==> src/rtl/tlx_cmd_credit_arbiter_if.sv <==
// Command-channel bundle between AFU-side requesters, the credit arbiter
// and the TLX BFM. The arbiter uses the slave view. The requester/TLX
// side, for example a testbench, uses the master view.
interface tlx_cmd_credit_arbiter_if #(
    parameter int NUM_REQ = 4,
    parameter int CMD_W   = 64,
    parameter int CRED_W  = 4
);
    logic [NUM_REQ-1:0]       req_valid;
    logic [NUM_REQ*CMD_W-1:0] req_cmd;
    logic [NUM_REQ-1:0]       req_ready;
    logic [CRED_W-1:0]        tlx_afu_cmd_initial_credit;
    logic                     tlx_afu_cmd_initial_credit_valid;
    logic                     tlx_afu_cmd_credit;
    logic                     afu_tlx_cmd_valid;
    logic [CMD_W-1:0]         afu_tlx_cmd;
    logic [CRED_W-1:0]        credit_count;
    logic                     credit_error;

    modport master (
        output req_valid, req_cmd,
        output tlx_afu_cmd_initial_credit, tlx_afu_cmd_initial_credit_valid, tlx_afu_cmd_credit,
        input  req_ready, afu_tlx_cmd_valid, afu_tlx_cmd, credit_count, credit_error
    );

    modport slave (
        input  req_valid, req_cmd,
        input  tlx_afu_cmd_initial_credit, tlx_afu_cmd_initial_credit_valid, tlx_afu_cmd_credit,
        output req_ready, afu_tlx_cmd_valid, afu_tlx_cmd, credit_count, credit_error
    );
endinterface

==> src/rtl/tlx_cmd_credit_arbiter.sv <==
// Round-robin arbiter that shares the AFU->TLX command channel among
// NUM_REQ requesters. A command is issued only when a TLX command credit
// is available. The module owns the credit counter. The parameters must
// match the ones of the connected interface instance.
module tlx_cmd_credit_arbiter #(
    parameter int NUM_REQ = 4,
    parameter int CMD_W   = 64,
    parameter int CRED_W  = 4
) (
    input  logic                      ha_pclock,
    input  logic                      ha_preset,
    tlx_cmd_credit_arbiter_if.slave   bus
);
    localparam int PTR_W = (NUM_REQ > 1) ? $clog2(NUM_REQ) : 1;
    localparam logic [CRED_W-1:0] CRED_MAX = '1;
    localparam logic [PTR_W-1:0]  LAST_REQ = PTR_W'(NUM_REQ - 1);

    typedef enum logic {WAIT_INIT, RUN} state_t;

    state_t              stateReg, stateNext;
    logic [PTR_W-1:0]    ptrReg, ptrNext;
    logic [CRED_W-1:0]   creditReg, creditNext;
    logic                errorReg, errorNext;
    logic                cmdValidReg;
    logic [CMD_W-1:0]    cmdReg;

    logic                grantHit;
    logic [PTR_W-1:0]    grantIdx;
    logic [PTR_W-1:0]    scanIdx;
    logic [CRED_W-1:0]   effCredit;
    logic [CMD_W-1:0]    cmdArr [NUM_REQ];

    // Slice the flat command bus and drive the one-hot ready vector.
    generate
        for (genvar gi = 0; gi < NUM_REQ; gi++) begin : g_req
            assign cmdArr[gi]        = bus.req_cmd[gi*CMD_W +: CMD_W];
            assign bus.req_ready[gi] = grantHit && (grantIdx == PTR_W'(gi));
        end
    endgenerate

    assign bus.afu_tlx_cmd_valid = cmdValidReg;
    assign bus.afu_tlx_cmd       = cmdReg;
    assign bus.credit_count      = creditReg;
    assign bus.credit_error      = errorReg;

    // Find the first valid requester at or after the pointer, with wrap.
    // A reload in the same cycle counts as the available credit.
    always_comb begin
        grantHit  = 1'b0;
        grantIdx  = '0;
        scanIdx   = '0;
        effCredit = bus.tlx_afu_cmd_initial_credit_valid ? bus.tlx_afu_cmd_initial_credit : creditReg;
        if (stateReg == RUN && effCredit != '0) begin
            for (int k = 0; k < NUM_REQ; k++) begin
                scanIdx = PTR_W'((int'(ptrReg) + k) % NUM_REQ);
                if (!grantHit && bus.req_valid[scanIdx]) begin
                    grantHit = 1'b1;
                    grantIdx = scanIdx;
                end
            end
        end
    end

    // Next-state logic for the FSM, the pointer, the credit counter and the error flag.
    always_comb begin
        stateNext  = stateReg;
        ptrNext    = ptrReg;
        creditNext = creditReg;
        errorNext  = errorReg;
        case (stateReg)
            WAIT_INIT: begin
                // Credit returns are ignored until the first load.
                if (bus.tlx_afu_cmd_initial_credit_valid) begin
                    creditNext = bus.tlx_afu_cmd_initial_credit;
                    stateNext  = RUN;
                end
            end
            RUN: begin
                if (grantHit) begin
                    ptrNext = (grantIdx == LAST_REQ) ? '0 : grantIdx + 1'b1;
                end
                if (bus.tlx_afu_cmd_initial_credit_valid) begin
                    // A reload wins over a return or an issue in the same cycle.
                    creditNext = bus.tlx_afu_cmd_initial_credit;
                end else if (bus.tlx_afu_cmd_credit && !grantHit) begin
                    if (creditReg == CRED_MAX) begin
                        errorNext = 1'b1;
                    end else begin
                        creditNext = creditReg + 1'b1;
                    end
                end else if (grantHit && !bus.tlx_afu_cmd_credit) begin
                    // Grant gating makes an issue at zero credit unreachable.
                    // If it ever happens, it is flagged here as an underflow.
                    if (creditReg == '0) begin
                        errorNext = 1'b1;
                    end else begin
                        creditNext = creditReg - 1'b1;
                    end
                end
            end
            default: stateNext = WAIT_INIT;
        endcase
    end

    // State and output registers. On a transfer, the granted command goes out one cycle later.
    always_ff @(posedge ha_pclock) begin
        if (ha_preset) begin
            stateReg    <= WAIT_INIT;
            ptrReg      <= '0;
            creditReg   <= '0;
            errorReg    <= 1'b0;
            cmdValidReg <= 1'b0;
            cmdReg      <= '0;
        end else begin
            stateReg    <= stateNext;
            ptrReg      <= ptrNext;
            creditReg   <= creditNext;
            errorReg    <= errorNext;
            cmdValidReg <= grantHit;
            if (grantHit) begin
                cmdReg <= cmdArr[grantIdx];
            end
        end
    end
endmodule

==> src/flat_wrapper.sv <==
// flat-port wrapper written by rule: the top's interface ports become plain ports
module tlx_cmd_credit_arbiter_flat 
#(
    parameter int NUM_REQ = 4,
    parameter int CMD_W   = 64,
    parameter int CRED_W  = 4
)
  (ha_pclock, ha_preset, bus_req_valid, bus_req_cmd, bus_tlx_afu_cmd_initial_credit, bus_tlx_afu_cmd_initial_credit_valid, bus_tlx_afu_cmd_credit, bus_req_ready, bus_afu_tlx_cmd_valid, bus_afu_tlx_cmd, bus_credit_count, bus_credit_error);
  tlx_cmd_credit_arbiter_if #(.NUM_REQ(NUM_REQ), .CMD_W(CMD_W), .CRED_W(CRED_W)) bus_i ();
  input  logic ha_pclock;
  input  logic ha_preset;
  input wire logic [$bits(bus_i.req_valid)-1:0] bus_req_valid;
  input wire logic [$bits(bus_i.req_cmd)-1:0] bus_req_cmd;
  input wire logic [$bits(bus_i.tlx_afu_cmd_initial_credit)-1:0] bus_tlx_afu_cmd_initial_credit;
  input wire logic [$bits(bus_i.tlx_afu_cmd_initial_credit_valid)-1:0] bus_tlx_afu_cmd_initial_credit_valid;
  input wire logic [$bits(bus_i.tlx_afu_cmd_credit)-1:0] bus_tlx_afu_cmd_credit;
  output wire logic [$bits(bus_i.req_ready)-1:0] bus_req_ready;
  output wire logic [$bits(bus_i.afu_tlx_cmd_valid)-1:0] bus_afu_tlx_cmd_valid;
  output wire logic [$bits(bus_i.afu_tlx_cmd)-1:0] bus_afu_tlx_cmd;
  output wire logic [$bits(bus_i.credit_count)-1:0] bus_credit_count;
  output wire logic [$bits(bus_i.credit_error)-1:0] bus_credit_error;
  assign bus_i.req_valid = bus_req_valid;
  assign bus_i.req_cmd = bus_req_cmd;
  assign bus_i.tlx_afu_cmd_initial_credit = bus_tlx_afu_cmd_initial_credit;
  assign bus_i.tlx_afu_cmd_initial_credit_valid = bus_tlx_afu_cmd_initial_credit_valid;
  assign bus_i.tlx_afu_cmd_credit = bus_tlx_afu_cmd_credit;
  assign bus_req_ready = bus_i.req_ready;
  assign bus_afu_tlx_cmd_valid = bus_i.afu_tlx_cmd_valid;
  assign bus_afu_tlx_cmd = bus_i.afu_tlx_cmd;
  assign bus_credit_count = bus_i.credit_count;
  assign bus_credit_error = bus_i.credit_error;
  tlx_cmd_credit_arbiter #(.NUM_REQ(NUM_REQ), .CMD_W(CMD_W), .CRED_W(CRED_W)) u_core (.ha_pclock(ha_pclock), .ha_preset(ha_preset), .bus(bus_i));
endmodule
==> config.mk <==
export PLATFORM = sky130hd
export DESIGN_NAME = tlx_cmd_credit_arbiter_flat
export DESIGN_NICKNAME = d
export VERILOG_FILES = /design/src/rtl/tlx_cmd_credit_arbiter_if.sv /design/src/rtl/tlx_cmd_credit_arbiter.sv /design/src/flat_wrapper.sv
export SDC_FILE = /design/constraint.sdc
export NUM_CORES = 1
export LEC_CHECK = 0
export CORE_ASPECT_RATIO = 0.7
export CORE_MARGIN = 5
export CORE_UTILIZATION = 33
export DETAILED_ROUTE_END_ITERATION = 10
export GPL_TIMING_DRIVEN = 0
export PLACE_DENSITY = 0.76
export SETUP_SLACK_MARGIN = 0.5
export SLEW_MARGIN = 20
export SYNTH_ARGS = -nofsm -noshare
export SYNTH_HDL_FRONTEND = slang
export SYNTH_SLANG_ARGS = --single-unit
==> constraint.sdc <==
create_clock -name ha_pclock -period 3.07 [get_ports ha_pclock]
set_input_delay 0.4605 -clock ha_pclock [delete_from_list [all_inputs] [get_ports ha_pclock]]
set_output_delay 0.4605 -clock ha_pclock [all_outputs]
set_load 0.02 [all_outputs]
==> results.yml <==
synth:
  ys_ff_latch: 73
  syn_nets: 919
  netlist.area_leader.share_pct: 28.8
  seq_area_frac_synth_pct: 28.8
  synth_cells: 642
  synth_warnings: 0
  syn_avg_cell_area_um2: 7.89
  synth_top_area_cell: "dfxtp_1"
  synth_area_mm2: 0.00507
  synthTopCellsByArea: "dfxtp_1, nand3_1, a211o_1, a22oi_1, nand4_1"
  yosysUniqueCellTypes: 47
route:
  finalWirelength_mm: 26.5
  drc: 0
  wl_per_cell_um: 21.7
  routed_via_density: 5.76
  antenna_left: 0
  num_vias: 7038
  dr.pass1.iters: 5
  drt_iter0_drc: 611
die:
  die_w_um: 158
  start_util_pct: 34.1
  die_area_mm2: 0.0180
  io_pins: 342
  core-area_mm2: 0.0149
  die_h_um: 114
  row_count: 37
cts:
  numCtsBuffers: 9
  clk_latency_ns: 0.34
  htree_levels: 3
  clock_path_buffers: 2
  clk_pin_slew_ns: 0.06
  ctsHoldBuffers: 0
  clockRootBuffer: "clkbuf_16"
  cts_sinks: 73
  cts_tree: "built"
global_route:
  track_usage_pct: 27.3
  busiest_layer: "met2"
  grt_max_degree: 13
  antenna_found_initial: 2
  use_met2_pct: 45.0
  globalRouteOverflowTotal: 0
  grt_pass1_wl_mm: 38.5
  grt_pass1_vias: 6878
  use_met1_pct: 35.0
  globalRouteMet3Util_pct: 7.05
worst_setup_path:
  worst-r2r-setup-slack_ns: 0.41
  worstSetupStartpointType: "register"
  worstReg2RegEnd: "u_core.bus.credit_count[2]"
  r2r-start: "u_core.bus.credit_count[0]"
  worstSetupPathType: "reg2out"
  reg2regPathDepth: 11
  required_ns: 2.61
  worstPathArrival_ns: 2.20
  cp_max_fo: 6
  cp-end-kind: "output pin"
job:
  cap_violations: 0
sta:
  layout_min_cycle_time_ns: 2.66
  fin_skew_ns: 0.00727
  period_share_pct: 86.8
  rsz0062_at_grt: "yes"
  slew_viol_final: 0
  report.final.hold_viol_count: 0
  max_freq_ghz: 0.375
  whs_ns: 0.479
  final-setup-viol-count: 0
  max_slew.worst_pin.slew_ns: 1.11
  slew_headroom_pct: 25.4
worst_hold_path:
  hp-class: "reg2reg"
  hp-start: "u_core.bus.credit_error"
  holdPathEnd: "u_core.bus.credit_error"
  hold_depth: 2
pwr:
  power_frac_comb_pct: 38.4
  p_seq_share_pct: 30.8
  p_per_area_mw_per_mm2: 376
  p_leak_uw: 0.00359
  vdd_ir_drop_max_uv: 265
  power.internal_uw: 2410
  p_clk_share_pct: 30.8
  switchingPower_uw: 1140
  swShare_pct: 32.1
cells_and_area:
  nets: 1297
  utilization_pct: 63.4
  area_delta_synth_final_pct: 86.1
  drive_above_1_share_pct: 14.9
run_status:
  status: "finished, final reports clean"
placement:
  place_congestion: 0.953
  io_buffers: 339
  dp.final_hpwl_mm: 19.3
[cell type report]
cell class | instances | area [µm²]
antenna | 2 | 5.00
fill | 1295 | 5430
inverter | 10 | 40.0
tap | 195 | 244
timing repair buffer | 367 | 3600
buffer | 80 | 553
sequential | 73 | 1480
multi-input combinational | 479 | 3210
clock buffer | 10 | 239
clock inverter | 5 | 56.3
[worst max path at each step]
stage,startpoint,endpoint,depth (start not counted)
after CTS,u_core.bus.credit_count[1],u_core.bus.credit_count[2],12
after floorplan,u_core.bus.credit_count[1],u_core.bus.credit_count[2],12
final,u_core.bus.credit_count[0],bus_req_ready[2],8
after detailed placement,bus_req_valid[1],bus_req_ready[1],11
after global placement,bus_req_valid[2],bus_req_ready[0],11
after global routing,u_core.bus.credit_count[0],u_core.bus.credit_count[3],12
[worst max-delay path: stages (launching register included)]
cell	delay (ns)
dfxtp_4	0.36
or4_4	0.56
nor2_4	0.16
buf_4	0.14
nor3_4	0.05
buf_4	0.13
ha_1	0.18
and2_1	0.14
buf_4	0.15
[metrics by stage]
stage          setup TNS (ns)  setup slack, ns  cell area (µm²)  power, µW  instances
6_report                    0            0.406             9430       3550       1221
5_1_grt                     0            0.323             9430       3690       1221
4_1_cts                     0            0.401             9330       3520       1217
3_5_place_dp            -3.09           -0.715             8780       2370       1176
3_3_place_gp            -2.77           -0.627             8780       2360       1176
2_1_floorplan               0            0.365             5140       1680        642
[cells by family after synthesis]
kind of cell | after synthesis | share of synthesized area [%]
flops | 73 | 28.8
xor+xnor | 1 | 0.173
mux | 1 | 0.198
fa+ha+maj | 9 | 2.22
compound gates | 218 | 30.5
simple gates | 250 | 27.8
buf+inv | 90 | 10.2
[synth_stat cells, drive strengths merged]
cell and n:
nand3b 2, xnor2 1, nor2b 7, nor4bb 1, nor3 4, nor4 4, o21bai 1, o31a 1
dfxtp 73, a211oi 2, nor2 10, o21ai 68, a22oi 66, a311oi 1, nor4b 1, o221a 1
o41ai 1, or3 3, nand2 9, nand4 65, nand2b 4, nor3b 2, clkbuf 25, and4b 1
buf 55, nand3 128, ha 9, and2b 2, o21a 1, a21oi 9, mux2i 1, o41a 1
or4 2, inv 10, a211o 66, and2 5
[metal layers]
metal / up-vias / routed length [µm]
met1: 3330 / 10800
li1: 3275 / -
met3: 50 / 2660
met2: 383 / 12300
met5: - / 0
met4: 0 / 752
[flip-flops by register name, indices dropped and copies added, names as in the netlist]
signal,flops
u_core.stateReg,1
u_core.bus.afu_tlx_cmd_valid,1
u_core.ptrReg,2
u_core.bus.credit_count,4
u_core.bus.afu_tlx_cmd,64
u_core.bus.credit_error,1
[power groups by stage]
stage / Combinational [µW] / Clock (µW) / Sequential [µW]
4_1_cts: 1330 / 1110 / 1090
2_1_floorplan: 472 / 0 / 1210
5_1_grt: 1450 / 1140 / 1100
3_3_place_gp: 1250 / 0 / 1110
6_report: 1360 / 1090 / 1090
3_5_place_dp: 1260 / 0 / 1110
[cell usage in the layout, fill, tap and decap left out, types with 9 or more instances in the layout]
cell type	Yosys	layout
clkdlybuf4s50_1	0	327
a22oi_1	66	66
clkbuf_1	19	15
dfxtp_1	73	67
clkbuf_16	0	9
nand4_1	65	65
buf_6	13	18
buf_2	31	26
buf_4	10	41
a211o_1	66	66
nand3_1	128	128
o21ai_0	68	68
[what timing repair did]
action,4_1_cts,5_1_grt
setup endpoints to repair,69,57
pin swaps,14,13
resized for setup,58,35
setup buffers,26,2
gates cloned,0,0
(Power assumes the default switching activity.)
==> RTL edit 1, RTL diff (same settings) <==
`CRED_W` is set to 4 in 3 places; all go to 5.
--- a/src/rtl/tlx_cmd_credit_arbiter_if.sv
+++ b/src/rtl/tlx_cmd_credit_arbiter_if.sv
@@ -5,5 +5,5 @@
     parameter int NUM_REQ = 4,
     parameter int CMD_W   = 64,
-    parameter int CRED_W  = 4
+    parameter int CRED_W  = 5
 );
     logic [NUM_REQ-1:0]       req_valid;
--- a/src/rtl/tlx_cmd_credit_arbiter.sv
+++ b/src/rtl/tlx_cmd_credit_arbiter.sv
@@ -6,5 +6,5 @@
     parameter int NUM_REQ = 4,
     parameter int CMD_W   = 64,
-    parameter int CRED_W  = 4
+    parameter int CRED_W  = 5
 ) (
     input  logic                      ha_pclock,
--- a/src/flat_wrapper.sv
+++ b/src/flat_wrapper.sv
@@ -4,5 +4,5 @@
     parameter int NUM_REQ = 4,
     parameter int CMD_W   = 64,
-    parameter int CRED_W  = 4
+    parameter int CRED_W  = 5
 )
   (ha_pclock, ha_preset, bus_req_valid, bus_req_cmd, bus_tlx_afu_cmd_initial_credit, bus_tlx_afu_cmd_initial_credit_valid, bus_tlx_afu_cmd_credit, bus_req_ready, bus_afu_tlx_cmd_valid, bus_afu_tlx_cmd, bus_credit_count, bus_credit_error);
Ports: changed (resized bus_credit_count and bus_tlx_afu_cmd_initial_credit); port bits go from 342 to 344. The function was not compared with the original's and may differ.
==> RTL edit 1 against the original RTL <==
- combinational power rose by 14%
- synthesized cell count fell by 26%
- setup slack got worse by 260 ps
- synthesized area rose by 2.6%
- clock power rose by 6%
- first-iteration DRC count fell by 63%
- sequential cell count rose by 1
- total power rose by 7.5%
- final area rose by 2.2%
- routed wire length fell by 22%
- critical endpoint is now u_core.bus.credit_count[4]
==> RTL edit 1: results (changes against the original RTL) <==
| Metric | Value |
|---|---|
| Status | `completed` |
| Footprint of the multi-input gates | `3400 um^2 (+5.9%)` |
| Finished Layout Cells | `1057 (-13%)` |
| Worst VDD drop | `0.000252 V (-5.1%)` |
| Drt first-iter violations | `227 (-63%)` |
| Later-pin clock latency in the skew report | `320 ps (-20 ps)` |
| Placed cell count | `1019 (-13%)` |
| Post-Route WL | `20700 um (-22%)` |
| Post-placement cell area | `8920 um^2 (+1.6%)` |
| Final period util | `0.951 (+0.0832)` |
| Routability cong. | `0.875 (-8.2%)` |
| Synth Area in Adders | `0.0255 (+0.00330)` |
| Vias per cell | `5.05 (-12%)` |
| Post-detail-place hpwl | `16500 um (-14%)` |
| Mux contribution to synthesized area | `0.252 (+0.250)` |
| Distinct cells, synth | `52 (+11%)` |
| Register area share after synthesis | `0.285 (-0.00337)` |
| Logic gate share of total power | `0.405 (+0.021)` |
| ANT cells | `0 (-2)` |
| Fill count | `1217 (-6.0%)` |
| Clock net power | `1.15 mW (+6%)` |
| Layout cells sized above 1 | `0.201 (+0.0513)` |
| R2R cell count | `12 (+1)` |
| PortBufs | `343 (+1.2%)` |
| Initial antenna violation count | `0 (-2)` |
| End point of the critical path | `u_core.bus.credit_count[4]` |
| Post-synthesis compound-gate area fraction | `0.225 (-0.0804)` |
| Clk_skew | `6.77 ps (-0.497 ps)` |
| HP Start | `u_core.bus.afu_tlx_cmd[5]` |
| Static Leakage | `3.93 nW (+9.7%)` |
| Internal | `2.65 mW (+10%)` |
| Synth top area cells | `dfxtp_1, mux2i_1, o221ai_2` |
## RTL edit 1: changes by cell type after synthesis, sizes merged, moves of 4 or more
cell          before  now
nand2              9   77
nor4               4    0
nand4             65    1
clkbuf            25    2
o221ai             0   64
dlymetal6s2s       0    8
a22oi             66    0
nand3            128    3
buf               55   27
o21ai             68    6
and3               0    5
a211o             66    0
mux2i              1  131
and2               5    0
## RTL edit 1: area by class of cell
cell class,count,area share
Buffer,38,0.0529
Clock buffer,11,0.0252
Clock inverter,5,0.00805
Inverter,8,0.00390
Multi-Input combinational cell,356,0.353
Sequential cell,74,0.155
Tap cell,200,0.0260
Timing Repair Buffer,365,0.376
## RTL edit 1: routing by layer
metal / up-vias / track usage
met3: 28 / 0.0588
met4: 0 / 0.0395
met5: - / 0
met2: 225 / 0.379
li1: 2561 / -
met1: 2520 / 0.248
## RTL edit 1: timing repair
item,4_1_cts,5_1_grt
gates cloned,0,0
buffers inserted,18,4
gates resized for setup,46,28
endpoints found under the setup margin,46,12
pin swaps,13,5
==> RTL edit 2, RTL diff (same flow settings) <==
Made on the original files. Reset style: asynchronous (`ha_preset`), changed in one clocked block.
--- a/src/rtl/tlx_cmd_credit_arbiter.sv
+++ b/src/rtl/tlx_cmd_credit_arbiter.sv
@@ -104,5 +104,5 @@
 
     // State and output registers. On a transfer, the granted command goes out one cycle later.
-    always_ff @(posedge ha_pclock) begin
+    always_ff @(posedge ha_pclock or posedge ha_preset) begin
         if (ha_preset) begin
             stateReg    <= WAIT_INIT;
Behaviour: differs if ha_preset is asserted again (counterexample within 4 cycles, from zero or initial values and one cycle with ha_preset high); with ha_preset held inactive, the same outputs for 4 cycles.
==> RTL edit 2 against the original RTL <==
- sequential share of layout area up 3.4 points
- register-to-register slack lost 140 ps
- die area rose by 1.5%
- routed wire length shrank 6.1%
- setup slack got worse by 210 ps
- synthesized area rose by 1.6%
- sequential cell count stayed put
- final area grew 2.1%
- highest routed layer unchanged
Power is not compared: it rests on default switching activity, and its combinational part moved more than twofold at a synthesized area within 25%.
==> RTL edit 2: results (changes against the original RTL) <==
| Metric | Value |
|---|---|
| Post-detail-place hpwl | `19200 um (-0.67%)` |
| Vias per cell | `5.27 (-8.5%)` |
| Syn nets | `878 (-4.5%)` |
| Top cells by count, synth | `a211oi_1, dfrtp_1, nand2_1, nor2b_1` |
| Leading area contributor after synthesis | `dfrtp_1` |
| ANT cells | `0 (-2)` |
| H-tree depth | `3 (unchanged)` |
| Longest Clk Path Bufs | `2 (unchanged)` |
| Net count, final | `1252 (-3.5%)` |
| Distinct cells, synth | `40 (-15%)` |
| CP Max Fanout | `5 (-1)` |
| Layout cells sized above 1 | `0.121 (-0.0280)` |
| Largest net degree at the start of global routing | `43 (+30)` |
| Routability cong. | `0.909 (-4.6%)` |
| Initial antenna violation count | `0 (-2)` |
| DRT Pass-1 Iters | `7 (+2)` |
| Register area share after synthesis | `0.355 (+0.0663)` |
| Status | `completed` |
| First-pass GRT wire length | `37600 um (-2.3%)` |
| Worst slack at placement | `-516 ps (+198 ps)` |
| Fill count | `1365 (+5.4%)` |
| Root Buffer | `clkbuf_16` |
| Vias in the first global route | `6532 (-5.0%)` |
| Slowest cell delay on critical path | `510 ps (-50 ps)` |
| Fraction of registers with async set/reset | `1.00 (+1.00)` |
| Post-route ant nets | `0 (unchanged)` |
| Highest-delay cell along the critical path | `or4_1` |
| GRT Overall Usage | `0.261 (-0.0121)` |
| Clk_skew | `10.8 ps (+3.49 ps)` |
| Drt first-iter violations | `295 (-52%)` |
| Synth top area cells | `dfrtp_1, a211oi_1, o31ai_1` |
| PortBufs | `341 (+0.59%)` |
| Slew @ Worst Pin | `613 ps (-499 ps)` |
## RTL edit 2: final cells by class
class                           instances  area, um^2  area share
Clock buffer                           11         233      0.0242
Inverter                               11        53.8     0.00559
Timing Repair Buffer                  363        3610       0.375
Tap cell                              200         250      0.0260
Sequential cell                        73        1830       0.190
Multi-Input combinational cell        454        3090       0.322
Buffer                                 63         427      0.0443
Clock inverter                          5         129      0.0134
## RTL edit 2: kinds of logic (layout without fill, tap and decap cells)
logic type,count (synthesis),after routing,share of synthesized area
mux,1,1,0.00194
flops,73,73,0.355
buf+inv,74,453,0.0705
compound gates,214,214,0.309
simple gates,228,228,0.239
xor+xnor,2,2,0.00340
fa+ha+maj,9,9,0.0219
## RTL edit 2: final timing paths
check                      slack, ps                        from                    endpoint  cells after the start
min in group asynchronous        480                   ha_preset  u_core.bus.afu_tlx_cmd[22]                      2
max                              190  u_core.bus.credit_count[2]            bus_req_ready[2]                     12
min                              450     u_core.bus.credit_error     u_core.bus.credit_error                      1
max reg2reg                      270  u_core.bus.credit_count[2]  u_core.bus.credit_count[3]                     16
max in group asynchronous       2000                   ha_preset  u_core.bus.credit_count[0]                      3
min reg2reg                      450     u_core.bus.credit_error     u_core.bus.credit_error                      1
## RTL edit 2: timing repair
| item | 4_1_cts | 5_1_grt |
|---|---|---|
| pin swaps | 8 | 9 |
| hold buffers | 0 | 0 |
| setup buffers | 17 | 4 |
| endpoints found under the setup margin | 68 | 72 |
| gates resized for setup | 64 | 55 |
## RTL edit 2: routing by layer
metal | GRT usage | share of wire
met5 | 0 | 0
met1 | 0.326 | 0.42
met3 | 0.0702 | 0.075
met2 | 0.451 | 0.48
met4 | 0.0705 | 0.023
## RTL edit 2: stage by stage
step	area (um^2)	instances
3_5_place_dp	8890	1143
2_1_floorplan	5200	601
5_1_grt	9620	1180
4_1_cts	9510	1176
3_3_place_gp	8860	1142
6_report	9620	1180
## RTL edit 2: power groups by stage
stage	sequential, mW	combinational (mW)	clock (mW)
after floorplan	2.29	2.19	0
after global placement	1.73	4.87	0
after detailed placement	1.75	4.93	0
after CTS	1.72	5.16	1.34
after global routing	1.78	5.61	1.38
final	1.73	5.25	1.31
